`src/rtl/decoder38_pkg.sv`:
```
`default_nettype none
// ============================================================================
// decoder38_pkg : shared types and defaults for decoder38_seq
// Revision      : 1.0
// ============================================================================
package decoder38_pkg;

  localparam int unsigned c_DEF_IN_W  = 3;
  localparam int unsigned c_DEF_OUT_W = 1 << c_DEF_IN_W;
  localparam int unsigned c_DEF_HOLD  = 4;
  localparam int unsigned c_DEF_GAP   = 1;

  typedef enum logic [1:0] {
    ST_IDLE = 2'd0,
    ST_HOLD = 2'd1,
    ST_GAP  = 2'd2
  } state_t;

  function automatic logic [c_DEF_OUT_W-1:0] onehot(input logic [c_DEF_IN_W-1:0] code);
    logic [c_DEF_OUT_W-1:0] w_vec;
    w_vec       = '0;
    w_vec[code] = 1'b1;
    return w_vec;
  endfunction

endpackage
`default_nettype wire

```
`src/rtl/decoder38_timer.sv`:
```
`default_nettype none
// ============================================================================
// decoder38_timer : loadable down-counter with zero flag, saturating at 0
// Revision        : 1.0
// ============================================================================
module decoder38_timer #(
  parameter int unsigned W = 3
) (
  input  logic         clk,
  input  logic         rst_n,
  input  logic         load,
  input  logic [W-1:0] load_val,
  input  logic         dec,
  output logic         zero
);

  logic [W-1:0] r_cnt;

  always_ff @(posedge clk) begin
    if (!rst_n) begin
      r_cnt <= '0;
    end else if (load) begin
      r_cnt <= load_val;
    end else if (dec && (r_cnt != '0)) begin
      r_cnt <= r_cnt - W'(1);
    end
  end

  assign zero = (r_cnt == '0);

endmodule
`default_nettype wire

```
`src/rtl/decoder38_seq.sv`:
```
`default_nettype none
// ============================================================================
// decoder38_seq : registered 3-to-8 decoder with HOLD-cycle strobe and GAP
//                 spacing; optional auto-sweep enabled by DECODER38_SCAN_EN
// Revision      : 1.0
// ============================================================================
module decoder38_seq
  import decoder38_pkg::*;
#(
  parameter int unsigned IN_W = c_DEF_IN_W,
  parameter int unsigned HOLD = c_DEF_HOLD,
  parameter int unsigned GAP  = c_DEF_GAP
) (
  input  logic                 clk,
  input  logic                 rst_n,
  input  logic                 en,
  input  logic                 in_valid,
  output logic                 in_ready,
  input  logic [IN_W-1:0]      code,
  output logic [(1<<IN_W)-1:0] o,
  output logic                 o_valid,
`ifdef DECODER38_SCAN_EN
  input  logic                 scan_start,
  output logic                 scan_done,
`endif
  output logic                 busy
);

  localparam int unsigned c_OUT_W   = 1 << IN_W;
  localparam int unsigned c_MAX_HG  = (HOLD > GAP) ? HOLD : GAP;
  localparam int unsigned c_CNT_W   = $clog2(c_MAX_HG + 1);
  localparam logic [c_CNT_W-1:0] c_HOLD_LD = c_CNT_W'(HOLD - 1);
  localparam logic [c_CNT_W-1:0] c_GAP_LD  = c_CNT_W'((GAP > 0) ? (GAP - 1) : 0);

  state_t              r_state, w_state_nx;
  logic [c_OUT_W-1:0]  r_o, w_o_nx, w_dec;
  logic                r_o_valid, w_ov_nx;
  logic                w_load, w_dec_en, w_zero, w_finish;
  logic [c_CNT_W-1:0]  w_load_val;
  logic [IN_W-1:0]     w_sel;
  logic                w_scan_start, w_more;

`ifdef DECODER38_SCAN_EN
  logic                r_scan_act, r_scan_done;
  logic [IN_W-1:0]     r_scan_idx;
  logic                w_scan_begin, w_scan_step, w_scan_end;

  assign w_scan_start = scan_start;
  assign w_more       = r_scan_act && (r_scan_idx != '1);
  assign w_sel        = r_scan_act ? (r_scan_idx + IN_W'(1)) : (scan_start ? '0 : code);
  assign scan_done    = r_scan_done;
`else
  assign w_scan_start = 1'b0;
  assign w_more       = 1'b0;
  assign w_sel        = code;
`endif

  generate
    if (IN_W == c_DEF_IN_W) begin : g_pkg_dec
      assign w_dec = onehot(w_sel);
    end else begin : g_shift_dec
      assign w_dec = c_OUT_W'(1) << w_sel;
    end
  endgenerate

  decoder38_timer #(.W(c_CNT_W)) u_timer (
    .clk      (clk),
    .rst_n    (rst_n),
    .load     (w_load),
    .load_val (w_load_val),
    .dec      (w_dec_en),
    .zero     (w_zero)
  );

  always_comb begin
    w_state_nx = r_state;
    w_o_nx     = r_o;
    w_ov_nx    = r_o_valid;
    w_load     = 1'b0;
    w_load_val = '0;
    w_dec_en   = 1'b0;
    w_finish   = 1'b0;
`ifdef DECODER38_SCAN_EN
    w_scan_begin = 1'b0;
    w_scan_step  = 1'b0;
    w_scan_end   = 1'b0;
`endif
    case (r_state)
      ST_IDLE: begin
        if (en && (in_valid || w_scan_start)) begin
          w_state_nx = ST_HOLD;
          w_o_nx     = w_dec;
          w_ov_nx    = 1'b1;
          w_load     = 1'b1;
          w_load_val = c_HOLD_LD;
`ifdef DECODER38_SCAN_EN
          w_scan_begin = w_scan_start;
`endif
        end
      end
      ST_HOLD, ST_GAP: begin
        if (!en) begin
          // Abort drops the code outright; the counter is cleared for a clean restart
          w_state_nx = ST_IDLE;
          w_o_nx     = '0;
          w_ov_nx    = 1'b0;
          w_load     = 1'b1;
        end else if (!w_zero) begin
          w_dec_en = 1'b1;
        end else if ((r_state == ST_HOLD) && (GAP > 0)) begin
          w_state_nx = ST_GAP;
          w_o_nx     = '0;
          w_ov_nx    = 1'b0;
          w_load     = 1'b1;
          w_load_val = c_GAP_LD;
        end else begin
          w_finish = 1'b1;
        end
      end
      default: begin
        w_state_nx = ST_IDLE;
        w_o_nx     = '0;
        w_ov_nx    = 1'b0;
      end
    endcase

    // A sweep chains straight into the next code without passing through IDLE
    if (w_finish) begin
      if (w_more) begin
        w_state_nx = ST_HOLD;
        w_o_nx     = w_dec;
        w_ov_nx    = 1'b1;
        w_load     = 1'b1;
        w_load_val = c_HOLD_LD;
`ifdef DECODER38_SCAN_EN
        w_scan_step = 1'b1;
`endif
      end else begin
        w_state_nx = ST_IDLE;
        w_o_nx     = '0;
        w_ov_nx    = 1'b0;
`ifdef DECODER38_SCAN_EN
        w_scan_end = r_scan_act;
`endif
      end
    end
  end

  always_ff @(posedge clk) begin
    if (!rst_n) begin
      r_state   <= ST_IDLE;
      r_o       <= '0;
      r_o_valid <= 1'b0;
    end else begin
      r_state   <= w_state_nx;
      r_o       <= w_o_nx;
      r_o_valid <= w_ov_nx;
    end
  end

`ifdef DECODER38_SCAN_EN
  always_ff @(posedge clk) begin
    if (!rst_n) begin
      r_scan_act  <= 1'b0;
      r_scan_idx  <= '0;
      r_scan_done <= 1'b0;
    end else begin
      r_scan_done <= 1'b0;
      if (!en) begin
        r_scan_act <= 1'b0;
      end else if (w_scan_begin) begin
        r_scan_act <= 1'b1;
        r_scan_idx <= '0;
      end else if (w_scan_step) begin
        r_scan_idx <= r_scan_idx + IN_W'(1);
      end else if (w_scan_end) begin
        r_scan_act  <= 1'b0;
        r_scan_done <= 1'b1;
      end
    end
  end
`endif

  assign in_ready = en && (r_state == ST_IDLE);
  assign busy     = (r_state != ST_IDLE);
  assign o        = r_o;
  assign o_valid  = r_o_valid;

endmodule
`default_nettype wire

```
`config.mk`:
```
export PLATFORM = sky130hd
export DESIGN_NAME = decoder38_seq
export DESIGN_NICKNAME = d
export VERILOG_FILES = /design/src/rtl/decoder38_pkg.sv /design/src/rtl/decoder38_timer.sv /design/src/rtl/decoder38_seq.sv
export SDC_FILE = /design/constraint.sdc
export NUM_CORES = 1
export LEC_CHECK = 0
export ABC_AREA = 0
export BUFFER_PORTS_ARGS = -buffer_cell sky130_fd_sc_hd__buf_2
export CAP_MARGIN = 10
export CORE_MARGIN = 10
export CORE_UTILIZATION = 50
export CTS_BUF_LIST = sky130_fd_sc_hd__clkbuf_16
export DETAILED_ROUTE_END_ITERATION = 8
export MAX_ROUTING_LAYER = met4
export PLACE_DENSITY_LB_ADDON = 0.05
export SYNTH_ARGS = -nofsm -noshare
export SYNTH_HDL_FRONTEND = slang
export SYNTH_SLANG_ARGS = --single-unit
export TNS_END_PERCENT = 5
```
`constraint.sdc`:
```
create_clock -name clk -period 2 [get_ports clk]
set_input_delay 0.1 -clock clk [delete_from_list [all_inputs] [get_ports clk]]
set_output_delay 0.1 -clock clk [all_outputs]
set_load 0.01 [all_outputs]
```
Yosys cells after proc, flatten, opt, wreduce, memory -nomap -nowiden. Index checks and enable logic that the tools add are counted.

Add/sub/neg operators: 1. Eq/ne operators: 5. Bitwise operators: 1. Multiplexer cells: 33. Magnitude comparators: 2. Reduce and logical (&&, ||, !) cells: 12.

Operator list (number): $mux W8 (4); $mux W1 (16); $pmux W8 S2 (1); $mux W2 (6); $mux W3 (2); $ne A3 B3 Y1 const B (2); $logic_and A1 B1 Y1 (4); $lt A3 B4 Y1 const B (1); $pmux W1 S2 (2); $pmux W2 S2 (1); $reduce_bool A2 Y1 (2); $reduce_or A2 Y1 (2); $demux W1 S3 (1); $ge A3 B1 Y1 const B (1); $logic_not A3 Y1 (1); $reduce_and A3 Y1 (1); $reduce_bool A3 Y1 (1); $sub A3 B1 Y3 const B (1); $eq A2 B1 Y1 const B (1); $eq A2 B2 Y1 const B (1); $logic_not A2 Y1 (1); $ne A2 B2 Y1 const B (1); $not A1 Y1 (1).

Logic and storage cells: 58. Output and inout port bits: 11. Input bits: 7. Bits in registers: 14.

Longest topological paths before layout. Gate-level depths: netlist of the first run.

Depth after elaboration: 7. Depth in mapped cells: 7. Depth with buffers taken out: 6.

Hierarchy. Synthesis of the first run repeated with hierarchy kept, for this count alone.

Cells, all modules: 87. Area, all modules: 724.4 µm².

Modules (own cells, without submodules): decoder38_seq (instances 1, area an instance 539.3 µm², cells an instance 66, seq. area each 200.2 µm²); decoder38_timer (instances 1, area an instance 185.2 µm², cells an instance 21, seq. area each 60.1 µm²).

Worst setup path before layout of the first run. Ideal clock, no wire load.

Path kind: register to register. From: reg u_timer.r_cnt[0]. To: reg u_timer.r_cnt[1]. Path slack: 0.441 ns. Data arrival time: 1.489 ns. Cell stages (with the launch flop): 7. Cell sequence: dfxtp_1 > inv_1 > ha_1 > ha_1 > and3b_4 > mux2_4 > o21ai_1.

Cells in the longest elaborated chain, start to end: 6.

Ends and longest elaborated chain: start: declaration (RTL line decoder38_timer.sv:17) `logic [W-1:0] r_cnt;`; start signal: assignment (RTL line decoder38_timer.sv:23) `r_cnt <= load_val;`; start signal: assignment (RTL line decoder38_timer.sv:25) `r_cnt <= r_cnt - W'(1);`; $logic_not A3 Y1 (RTL line decoder38_timer.sv:29) `assign zero = (r_cnt == '0);`; $mux W1 (RTL line decoder38_seq.sv:108) `end else if (!w_zero) begin`; $mux W1 (RTL line decoder38_seq.sv:102) `if (!en) begin`; $mux W1 (RTL line decoder38_seq.sv:88) `case (r_state)`; $logic_and A1 B1 Y1 (RTL line decoder38_timer.sv:24) `end else if (dec && (r_cnt != '0)) begin`; $reduce_bool A2 Y1 (no source line).

Several ways; a longest one is shown, not always the timed one. The select of a mux whose other input is x is not followed. A chain may end at the register's enable or synchronous reset.

Final worst setup path of the first run.
From: reg r_state[0]. To: reg r_o[5] (netlist: o[5]).

Cells in the longest elaborated chain, start to end: 6.

Ends and longest elaborated chain: start: declaration (RTL line decoder38_seq.sv:35) `state_t r_state, w_state_nx;`; start signal: assignment (RTL line decoder38_seq.sv:155) `r_state <= w_state_nx;`; $eq A2 B1 Y1 (RTL line decoder38_seq.sv:88, decoder38_seq.sv:110); $mux W1 (RTL line decoder38_seq.sv:110) `end else if ((r_state == ST_HOLD) && (GAP > 0)) begin`; $mux W1 (RTL line decoder38_seq.sv:108); $mux W1 (RTL line decoder38_seq.sv:102); $mux W1 (RTL line decoder38_seq.sv:88); $reduce_or A2 Y1 (no source line); end signal: assignment (RTL line decoder38_seq.sv:156) `r_o <= w_o_nx;`; end: declaration (RTL line decoder38_seq.sv:36) `logic [c_OUT_W-1:0] r_o, w_o_nx, w_dec;`.

Several ways; a longest one is shown, not always the timed one.

==> impl_metrics.json, run 1 <==
{
  "status": "complete, no violations",
  "io_buffer_count": 17,
  "slowest_stage": "nand4b_2",
  "cp_data_arrival_time_ns": 1.89,
  "grtUsageMet2_pct": 16.37,
  "syn_area_per_cell_sq_um": 9.345,
  "fillerInstances": 121,
  "drive_above_1_share_pct": 27.55,
  "seq_area_frac_synth_pct": 37.02,
  "timing.critical_path.from": "r_state[0]$_SDFFE_PP0P_",
  "drc_errors": 0,
  "cts.clk_slew.worst_paths_ns": 0.05,
  "cts_tree": "yes",
  "final_common_cell": "buf_2",
  "insertion_delay_ns": 0.24,
  "placed_cells": 109,
  "final_cell_mix": "buf_2 (17), nand3_1 (15), dfxtp_1 (14)",
  "die-height_um": 58.91,
  "grt_max_degree": 21,
  "final.setup.tns_ns": 0,
  "post-cts-setup-buffers": 0,
  "worstPathMaxFanout": 18,
  "crit_chain": "inv_1 > ha_1 > nand4b_2 > nand4b_1 > o22ai_1",
  "grt_pass1_vias": 647,
  "grt-ovfl-total": 0,
  "gr-max-usage-layer": "met2",
  "end_kind": "flop",
  "drtIter0Drc": 5,
  "yosys_warnings": 0,
  "required_ns": 2.09,
  "layout.cells.non_filler": 113,
  "pwr_density_cell_nw_per_um2": 1219,
  "max_slew_margin_pct": 62.40,
  "ys_types": 29,
  "cp-start-kind": "flop",
  "io_pins": 18,
  "fin_crit_ns": 1.793,
  "syn2layout_area_growth_pct": 20.99,
  "cts_buffer_depth": 2,
  "synthFlopType": "dfxtp_1",
  "clock-root-buffer": "clkbuf_16",
  "core_area_sq_um": 1366,
  "dpl.hpwl_mm": 1.206,
  "die_w_um": 58.91,
  "grt_usage_pct": 10.20,
  "cts_resized": 0,
  "p_leak_nw": 0.3998,
  "placed_cell_area_sq_um": 837.1,
  "grtUsageMet1_pct": 11.37,
  "reg2reg_depth": 5,
  "synth_cells": 81,
  "antenna_found_initial": 0,
  "crit_type": "reg2reg",
  "worstMarginPinSlew_ns": 0.5639,
  "diodes": 0,
  "dp_worst_setup_slack_ns": 0.2327,
  "crit_path_end": "o[5]$_SDFFE_PP0P_",
  "rsz0062_at_grt": "false",
  "synthArstFlopShare_pct": 0,
  "synthesis.nets": 94,
  "post-route-util_pct": 67.03,
  "r2r_slack_ns": 0.21,
  "via_count": 648,
  "finalSetupViolCount": 0,
  "grt_pass1_wl_mm": 2.815,
  "setup_slack_ns": 0.2067,
  "cts-hold-fix-buffers": 0,
  "drv_slew": 0,
  "total_power_mw": 1.117,
  "htreeDepth": 1,
  "via_per_inst": 5.735,
  "fin_area_sq_um": 915.9,
  "clock-sinks": 14,
  "hold_path_class": "in2reg",
  "gp_congestion": 0.7509,
  "hold_viol": 0,
  "synth_seq_cells": 14,
  "period_share_pct": 89.66,
  "cp.buffers_inverters": 1,
  "max_freq_ghz": 0.5576,
  "slowest_delay_ns": 0.41,
  "dieArea_sq_um": 3470,
  "synth_edf_count": 0,
  "ir_drop_mv": 0.7137,
  "fin_worst_skew_ns": 0.0008065,
  "wl_mm": 1.606,
  "start_util_pct": 55.40,
  "drv_cap": 0,
  "crit_cells": 5,
  "synth_area_sq_um": 757.0,
  "drtAntennaViolNets": 0,
  "rows": 13,
  "layout.nets": 112,
  "r2r-end": "o[5]$_SDFFE_PP0P_",
  "cts_buffers": 3,
  "cp_top_family": "simple AND/OR/NAND/NOR gates",
  "r2r_start": "r_state[0]$_SDFFE_PP0P_",
  "wl_per_cell_um": 14.21,
  "gr-usage-met3_pct": 3.648,
  "whs_ns": 0.1998,
  "first_pass_iters": 4
}
## cell families (layout without fill, tap and decap cells)
kind of cell / count (synthesis) / count (layout) / share of synthesized area [%]
AOI/OAI and AO/OA: 16 / 16 / 15.70
and+or+nand+nor: 31 / 31 / 25.46
muxes: 3 / 3 / 4.628
buffers and inverters: 10 / 27 / 6.115
adders and majority gates: 6 / 6 / 9.917
xor gates and xnor gates: 1 / 1 / 1.157
DFF: 14 / 14 / 37.02
## synthesized netlist by cell type (2+ instances only)
master	instances	area [sq um]
inv_1	6	22.52
o22ai_1	8	50.05
o21ai_1	2	10.01
nand4b_1	2	17.52
o21ai_0	2	10.01
mux2i_1	2	20.02
nor2_1	2	7.510
nand4_1	2	12.51
nand3_1	15	75.07
clkbuf_1	2	7.510
dfxtp_1	14	280.3
ha_1	6	75.07
nand2_1	2	7.510
## metal layers
layer,vias to the layer above,wire length (um)
met5,-,0
met4,0,11
met1,302,745
met2,9,768
met3,2,81
li1,335,-
## flip-flops by register name, indices dropped and copies added, names as in the netlist
name / cells
u_timer.r_cnt: 3
o: 8
o_valid: 1
r_state: 2
## worst reg2reg max path: cells and delay by family, from the launching register on
family	cells	cell delay, ns
and+or+nand+nor	2	0.70
adders and majority gates	1	0.40
DFF	1	0.36
AOI/OAI and AO/OA	1	0.10
buffers and inverters	1	0.08
## layout make-up
| type | count | area [sq um] | area share (%) |
|---|---|---|---|
| timing repair buffer | 17 | 85.08 | 9.290 |
| multi-input combinational | 57 | 430.4 | 46.99 |
| clock buffer | 3 | 75.07 | 8.197 |
| tap | 15 | 18.77 | 2.049 |
| inverter | 6 | 22.52 | 2.459 |
| clock inverter | 1 | 3.754 | 0.4098 |
| sequential | 14 | 280.3 | 30.60 |
## how the worst min path moves through the flow
stage,end,slack (ns),from,depth (start not counted)
3_5_place_dp,o[6]$_SDFFE_PP0P_,0.44,code[2],3
4_1_cts,o[6]$_SDFFE_PP0P_,0.20,code[2],3
6_report,o[6]$_SDFFE_PP0P_,0.20,code[2],3
3_3_place_gp,o[2]$_SDFFE_PP0P_,0.45,code[1],3
2_1_floorplan,o[6]$_SDFFE_PP0P_,0.29,code[2],2
5_1_grt,o[2]$_SDFFE_PP0P_,0.24,code[1],3
## where the power goes
part | switching, mW | internal (mW)
Clock | 0.110 | 0.264
Sequential | 0.0207 | 0.316
Combinational | 0.233 | 0.173
Total | 0.364 | 0.753
Power figures use the tool's default switching activity.
==> inputs of run 2 (changes only) <==
Settings changed: ABC_AREA 0 to 1, CORE_UTILIZATION 50 to 51.
==> impl_metrics.json, run 2 <==
{
  "status": "complete, no violations",
  "synthFlopType": "dfxtp_1",
  "via_count": 754,
  "syn2layout_area_growth_pct": 22.80,
  "fin_worst_skew_ns": 0.002951,
  "clock-sinks": 14,
  "dieArea_sq_um": 3540,
  "drc_errors": 0,
  "drv_slew": 0,
  "crit_type": "reg2reg",
  "synthArstFlopShare_pct": 0,
  "synthesis.nets": 130,
  "synth_mux_area_share_pct": 0,
  "diodes": 0,
  "max_freq_ghz": 0.6471,
  "wl_mm": 1.697,
  "drive_above_1_share_pct": 18.98,
  "r2r_slack_ns": 0.45,
  "ys_types": 14,
  "drv_cap": 0,
  "io_pins": 18,
  "via_per_inst": 4.928,
  "antenna_found_initial": 0,
  "final_cell_mix": "nand2_1 (31), inv_1 (17), buf_2 (17)",
  "grt-ovfl-total": 0,
  "period_share_pct": 77.26,
  "synth_cells": 117,
  "cellInternalPower_mw": 0.7621,
  "switchingPower_mw": 0.4411,
  "first_pass_iters": 4,
  "cts_tree": "yes",
  "cts_resized": 0,
  "synth_simple_gate_area_share_pct": 34.75,
  "cts-hold-fix-buffers": 0,
  "ys_top_cells_by_area": "dfxtp_1 (35%), nand2_1 (15%), ha_1 (9.4%)",
  "dpl.hpwl_mm": 1.331,
  "p_clk_share_pct": 30.9,
  "start_util_pct": 53.45,
  "rsz0062_at_grt": "false",
  "synth_edf_count": 0,
  "htreeDepth": 1,
  "largest_reg_flops": 8,
  "synthTopCellsByCount": "nand2_1 (31), inv_1 (17), dfxtp_1 (14), a21oi_1 (13), nor2_1 (13)",
  "p_sw_share_pct": 36.66,
  "final.setup.tns_ns": 0,
  "pwr_density_cell_nw_per_um2": 1231,
  "grt_pass1_wl_mm": 2.994,
  "synth_top_area_share_pct": 35.22,
  "gp_congestion": 0.8284,
  "max_slew_margin_pct": 76.47,
  "fin_crit_ns": 1.545,
  "grt_max_degree": 12,
  "ir_drop_mv": 0.6309,
  "combPwrFrac_pct": 40.5,
  "hold_path_class": "in2reg",
  "fin_area_sq_um": 977.2,
  "post-cts-setup-buffers": 0,
  "required_ns": 2.17,
  "cp-start-kind": "flop",
  "post-route-util_pct": 65.63,
  "cts_buffers": 3,
  "io_buffer_count": 17,
  "finalSetupViolCount": 0,
  "grt_usage_pct": 10.69,
  "yosysTopAreaCell": "dfxtp_1",
  "wl_per_cell_um": 11.09,
  "final_common_cell": "nand2_1",
  "cp_data_arrival_time_ns": 1.71,
  "layout.nets": 151,
  "cts_buffer_depth": 2,
  "drtAntennaViolNets": 0,
  "synthAdderAreaFrac_pct": 9.434,
  "core_area_sq_um": 1489,
  "p_seq_share_pct": 28.6,
  "synth_compound_area_share_pct": 10.38,
  "placed_cell_area_sq_um": 898.4,
  "setup_slack_ns": 0.4547,
  "syn_area_per_cell_sq_um": 6.801,
  "yosys_warnings": 0,
  "cts.clk_slew.worst_paths_ns": 0.05,
  "synth_seq_cells": 14,
  "worstMarginPinSlew_ns": 0.3521,
  "dp_worst_setup_slack_ns": 0.4677,
  "clock-root-buffer": "clkbuf_16",
  "whs_ns": 0.1279,
  "die-height_um": 59.50,
  "synthXorXnorAreaFrac_pct": 0,
  "drtIter0Drc": 10,
  "insertion_delay_ns": 0.24,
  "rows": 14,
  "synth_area_sq_um": 795.8,
  "p_leak_nw": 0.5011,
  "die_w_um": 59.50,
  "end_kind": "flop",
  "seq_area_frac_synth_pct": 35.22,
  "fillerInstances": 150,
  "grt_pass1_vias": 782,
  "yosysMostFrequentCell": "nand2_1",
  "worstPathMaxFanout": 11,
  "synth_top_family_by_area": "simple AND/OR/NAND/NOR gates",
  "hold_viol": 0
}
==> run 2: cell types whose count changed after synthesis, sizes merged, moves of 3 or more <==
| cell | previous run | this run |
|---|---|---|
| nor2 | 2 | 14 |
| inv | 6 | 17 |
| nand3 | 15 | 12 |
| nand4b | 3 | 0 |
| o21ai | 4 | 1 |
| o22ai | 8 | 0 |
| nand2 | 2 | 33 |
| a21oi | 0 | 13 |
==> run 2: power groups by stage <==
| stage | clock network (mW) | registers [mW] | logic [mW] |
|---|---|---|---|
| final | 0.372 | 0.344 | 0.487 |
| after global routing | 0.393 | 0.347 | 0.577 |
| after CTS | 0.380 | 0.343 | 0.496 |
| after detailed placement | 0 | 0.349 | 0.493 |
| after global placement | 0 | 0.346 | 0.483 |
| after floorplan | 0 | 0.350 | 0.380 |
==> run 2: worst max-delay path, stage by stage, from the launching register on <==
cell	delay [ns]
dfxtp_1	0.31
inv_1	0.06
ha_1	0.19
ha_1	0.20
nand2_1	0.09
nand3_1	0.09
nand2_1	0.29
nand2_1	0.09
a21oi_1	0.16
==> run 2: cell families (layout without fill, tap and decap cells) <==
logic type,count (synthesis),count (layout)
buffers and inverters,20,40
AOI/OAI and AO/OA,15,15
DFF,14,14
adders and majority gates,6,6
and+or+nand+nor,62,62
==> run 2: worst paths after layout <==
kind / startpoint / end / depth (start not counted)
max reg2reg: u_timer.r_cnt[0]$_SDFFE_PN0P_ / r_state[1]$_SDFFE_PP0P_ / 8
min: rst_n / u_timer.r_cnt[0]$_SDFFE_PN0P_ / 3
max: u_timer.r_cnt[0]$_SDFFE_PN0P_ / r_state[1]$_SDFFE_PP0P_ / 8
min reg2reg: o[7]$_SDFFE_PP0P_ / o[7]$_SDFFE_PP0P_ / 2
==> run 2: cell type report <==
cell class	instances	area [sq um]	area share (%)
Clock buffer	3	75.07	7.682
Inverter	17	63.81	6.530
Timing Repair Buffer	19	100.1	10.24
Clock inverter	1	3.754	0.3841
Tap cell	16	20.02	2.049
Sequential cell	14	280.3	28.68
Multi-Input combinational cell	83	434.2	44.43
==> run 2: routing by layer <==
layer  GRT usage, %  part of all wire, %  vias up
met5              -                    0        -
li1               -                    -      412
met3          2.361                  6.1        2
met1          11.31                   45      327
met2          18.42                   48       13
met4          4.808                 0.59        0
==> run 2: stage by stage <==
step | instances | power [mW]
after detailed placement | 149 | 0.8422
after global placement | 149 | 0.8288
after floorplan | 117 | 0.7302
after CTS | 153 | 1.220
after global routing | 153 | 1.317
final | 153 | 1.203
==> inputs of run 3 (changes only) <==
Clock period 2 ns to 1.45 ns, I/O delays scaled along.
==> impl_metrics.json, run 3 (synthesized netlist as in run 2, its figures left out) <==
{
  "status": "complete, no violations",
  "cts.clk_slew.worst_paths_ns": 0.05,
  "syn2layout_area_growth_pct": 37.26,
  "crit_type": "reg2reg",
  "final.setup.tns_ns": 0,
  "start_util_pct": 53.45,
  "cts_buffers": 3,
  "dpl.hpwl_mm": 1.376,
  "first_pass_iters": 4,
  "insertion_delay_ns": 0.24,
  "dieArea_sq_um": 3540,
  "layout.nets": 156,
  "hold_path_class": "in2reg",
  "clock-sinks": 14,
  "cts_tree": "yes",
  "setup_slack_ns": 0.03693,
  "max_freq_ghz": 0.7077,
  "holdPathStages": 3,
  "worstPathMaxFanout": 5,
  "period_share_pct": 97.45,
  "drv_cap": 0,
  "grt_usage_pct": 11.31,
  "finalSetupViolCount": 0,
  "diodes": 0,
  "hp-start": "rst_n",
  "core_area_sq_um": 1489,
  "crit_chain": "inv_2 > ha_2 > ha_2 > nand2_2 > nand3_2 > buf_4 > nand3_1 > a21oi_1",
  "r2r_slack_ns": 0.04,
  "die-height_um": 59.50,
  "dp_worst_setup_slack_ns": -0.04514,
  "fin_crit_ns": 1.413,
  "wl_per_cell_um": 12.32,
  "io_pins": 18,
  "final_common_cell": "nand2_1",
  "via_count": 825,
  "wl_mm": 1.947,
  "drv_slew": 0,
  "layout.cells.non_filler": 158,
  "hold_viol": 0,
  "drc_errors": 0,
  "antenna_found_initial": 0,
  "grt_pass1_vias": 819,
  "cts-hold-fix-buffers": 0,
  "cp_data_arrival_time_ns": 1.54,
  "pwr_density_cell_nw_per_um2": 1755,
  "final_cell_mix": "nand2_1 (26), buf_2 (17), inv_1 (14)",
  "drtAntennaViolNets": 0,
  "cp-start-kind": "flop",
  "grt_pass1_wl_mm": 3.146,
  "clock-root-buffer": "clkbuf_16",
  "end_kind": "flop",
  "crit_top_cell": "ha_2",
  "io_buffer_count": 17,
  "drive_above_1_share_pct": 34.51,
  "drtIter0Drc": 12,
  "required_ns": 1.58,
  "min_to": "u_timer.r_cnt[2]$_SDFFE_PN0P_",
  "cts_buffer_depth": 2,
  "die_w_um": 59.50,
  "r2r-end": "o[1]$_SDFFE_PP0P_",
  "fin_worst_skew_ns": 0.0008928,
  "r2r_start": "u_timer.r_cnt[0]$_SDFFE_PN0P_",
  "gp_congestion": 0.8042,
  "largest_reg_flops": 8,
  "p_leak_nw": 0.5466,
  "max_slew_margin_pct": 83.41,
  "grt-ovfl-total": 0,
  "grt_max_degree": 12,
  "slowest_delay_ns": 0.31,
  "htreeDepth": 1,
  "slowest_stage": "dfxtp_1",
  "ir_drop_mv": 1.123,
  "reg2reg_depth": 8,
  "rows": 14,
  "placed_cells": 152,
  "via_per_inst": 5.222,
  "worstMarginPinSlew_ns": 0.2479
}
[run 3: changes by cell type in the layout (fill, tap and decap cells not counted), moves of 3 or more]
cell / delta
nand2_1: -5
ha_1: -3
inv_2: +3
inv_1: -3
nand2_2: +4
[run 3: critical path: cells and delay by family, from the launching register on]
kind	cells	cell delay, ns
AO/OA/AOI/OAI	1	0.07
adder cells (fa/ha/maj)	2	0.34
flip-flops	1	0.31
buffers and inverters	2	0.25
AND/OR/NAND/NOR	3	0.33
[run 3: how the worst max path moves through the flow]
stage                                        startpoint                       endpoint  slack [ns]  depth (start not counted)
final                     u_timer.r_cnt[0]$_SDFFE_PN0P_              o[1]$_SDFFE_PP0P_        0.04                          8
after global placement    u_timer.r_cnt[0]$_SDFFE_PN0P_              o[3]$_SDFFE_PP0P_        0.02                          8
after CTS                       r_state[0]$_SDFFE_PP0P_  u_timer.r_cnt[1]$_SDFFE_PN0P_        0.03                          9
after global routing      u_timer.r_cnt[0]$_SDFFE_PN0P_        r_state[0]$_SDFFE_PP0P_       -0.04                          8
after detailed placement  u_timer.r_cnt[0]$_SDFFE_PN0P_        r_state[1]$_SDFFE_PP0P_       -0.05                          8
after floorplan                 r_state[0]$_SDFFE_PP0P_              o[0]$_SDFFE_PP0P_        0.11                          6
[run 3: routing by layer]
metal / wire [um] / global-route usage (%) / up-vias
met5: 0 / - / -
met4: 29 / 7.692 / 0
met3: 99 / 2.575 / 4
met2: 968 / 18.28 / 21
met1: 850 / 11.92 / 377
li1: - / - / 423
[run 3: area by class of cell]
class | instances | area (sq um)
Inverter | 17 | 63.81
Clock inverter | 1 | 3.754
Fill cell | 130 | 396.6
Timing Repair Buffer | 23 | 146.4
Multi-Input combinational cell | 84 | 500.5
Sequential cell | 14 | 282.8
Clock buffer | 3 | 75.07
Tap cell | 16 | 20.02
[run 3: repair_timing]
item | CTS | global route
resized for setup | 1 | 21
setup endpoints to repair | 11 | 14
pin swaps | 0 | 6
buffers inserted | 0 | 0
cloned | 0 | 2
[run 3: power breakdown]
part	switching (mW)	internal (mW)	total, mW
registers	0.0267	0.448	0.475
clock network	0.154	0.364	0.518
logic	0.557	0.367	0.924
total	0.738	1.18	1.92
[run 3: through the flow]
stage	utilization (%)	hold WS, ns	cell area (sq um)	power [mW]
2_1_floorplan	-	0.1931	795.8	1.007
3_3_place_gp	62.69	0.3487	933.4	1.175
3_5_place_dp	62.69	0.3519	933.4	1.204
4_1_cts	68.15	0.09725	1015	1.736
5_1_grt	73.36	0.1275	1092	2.076
6_report	73.36	0.1001	1092	1.917
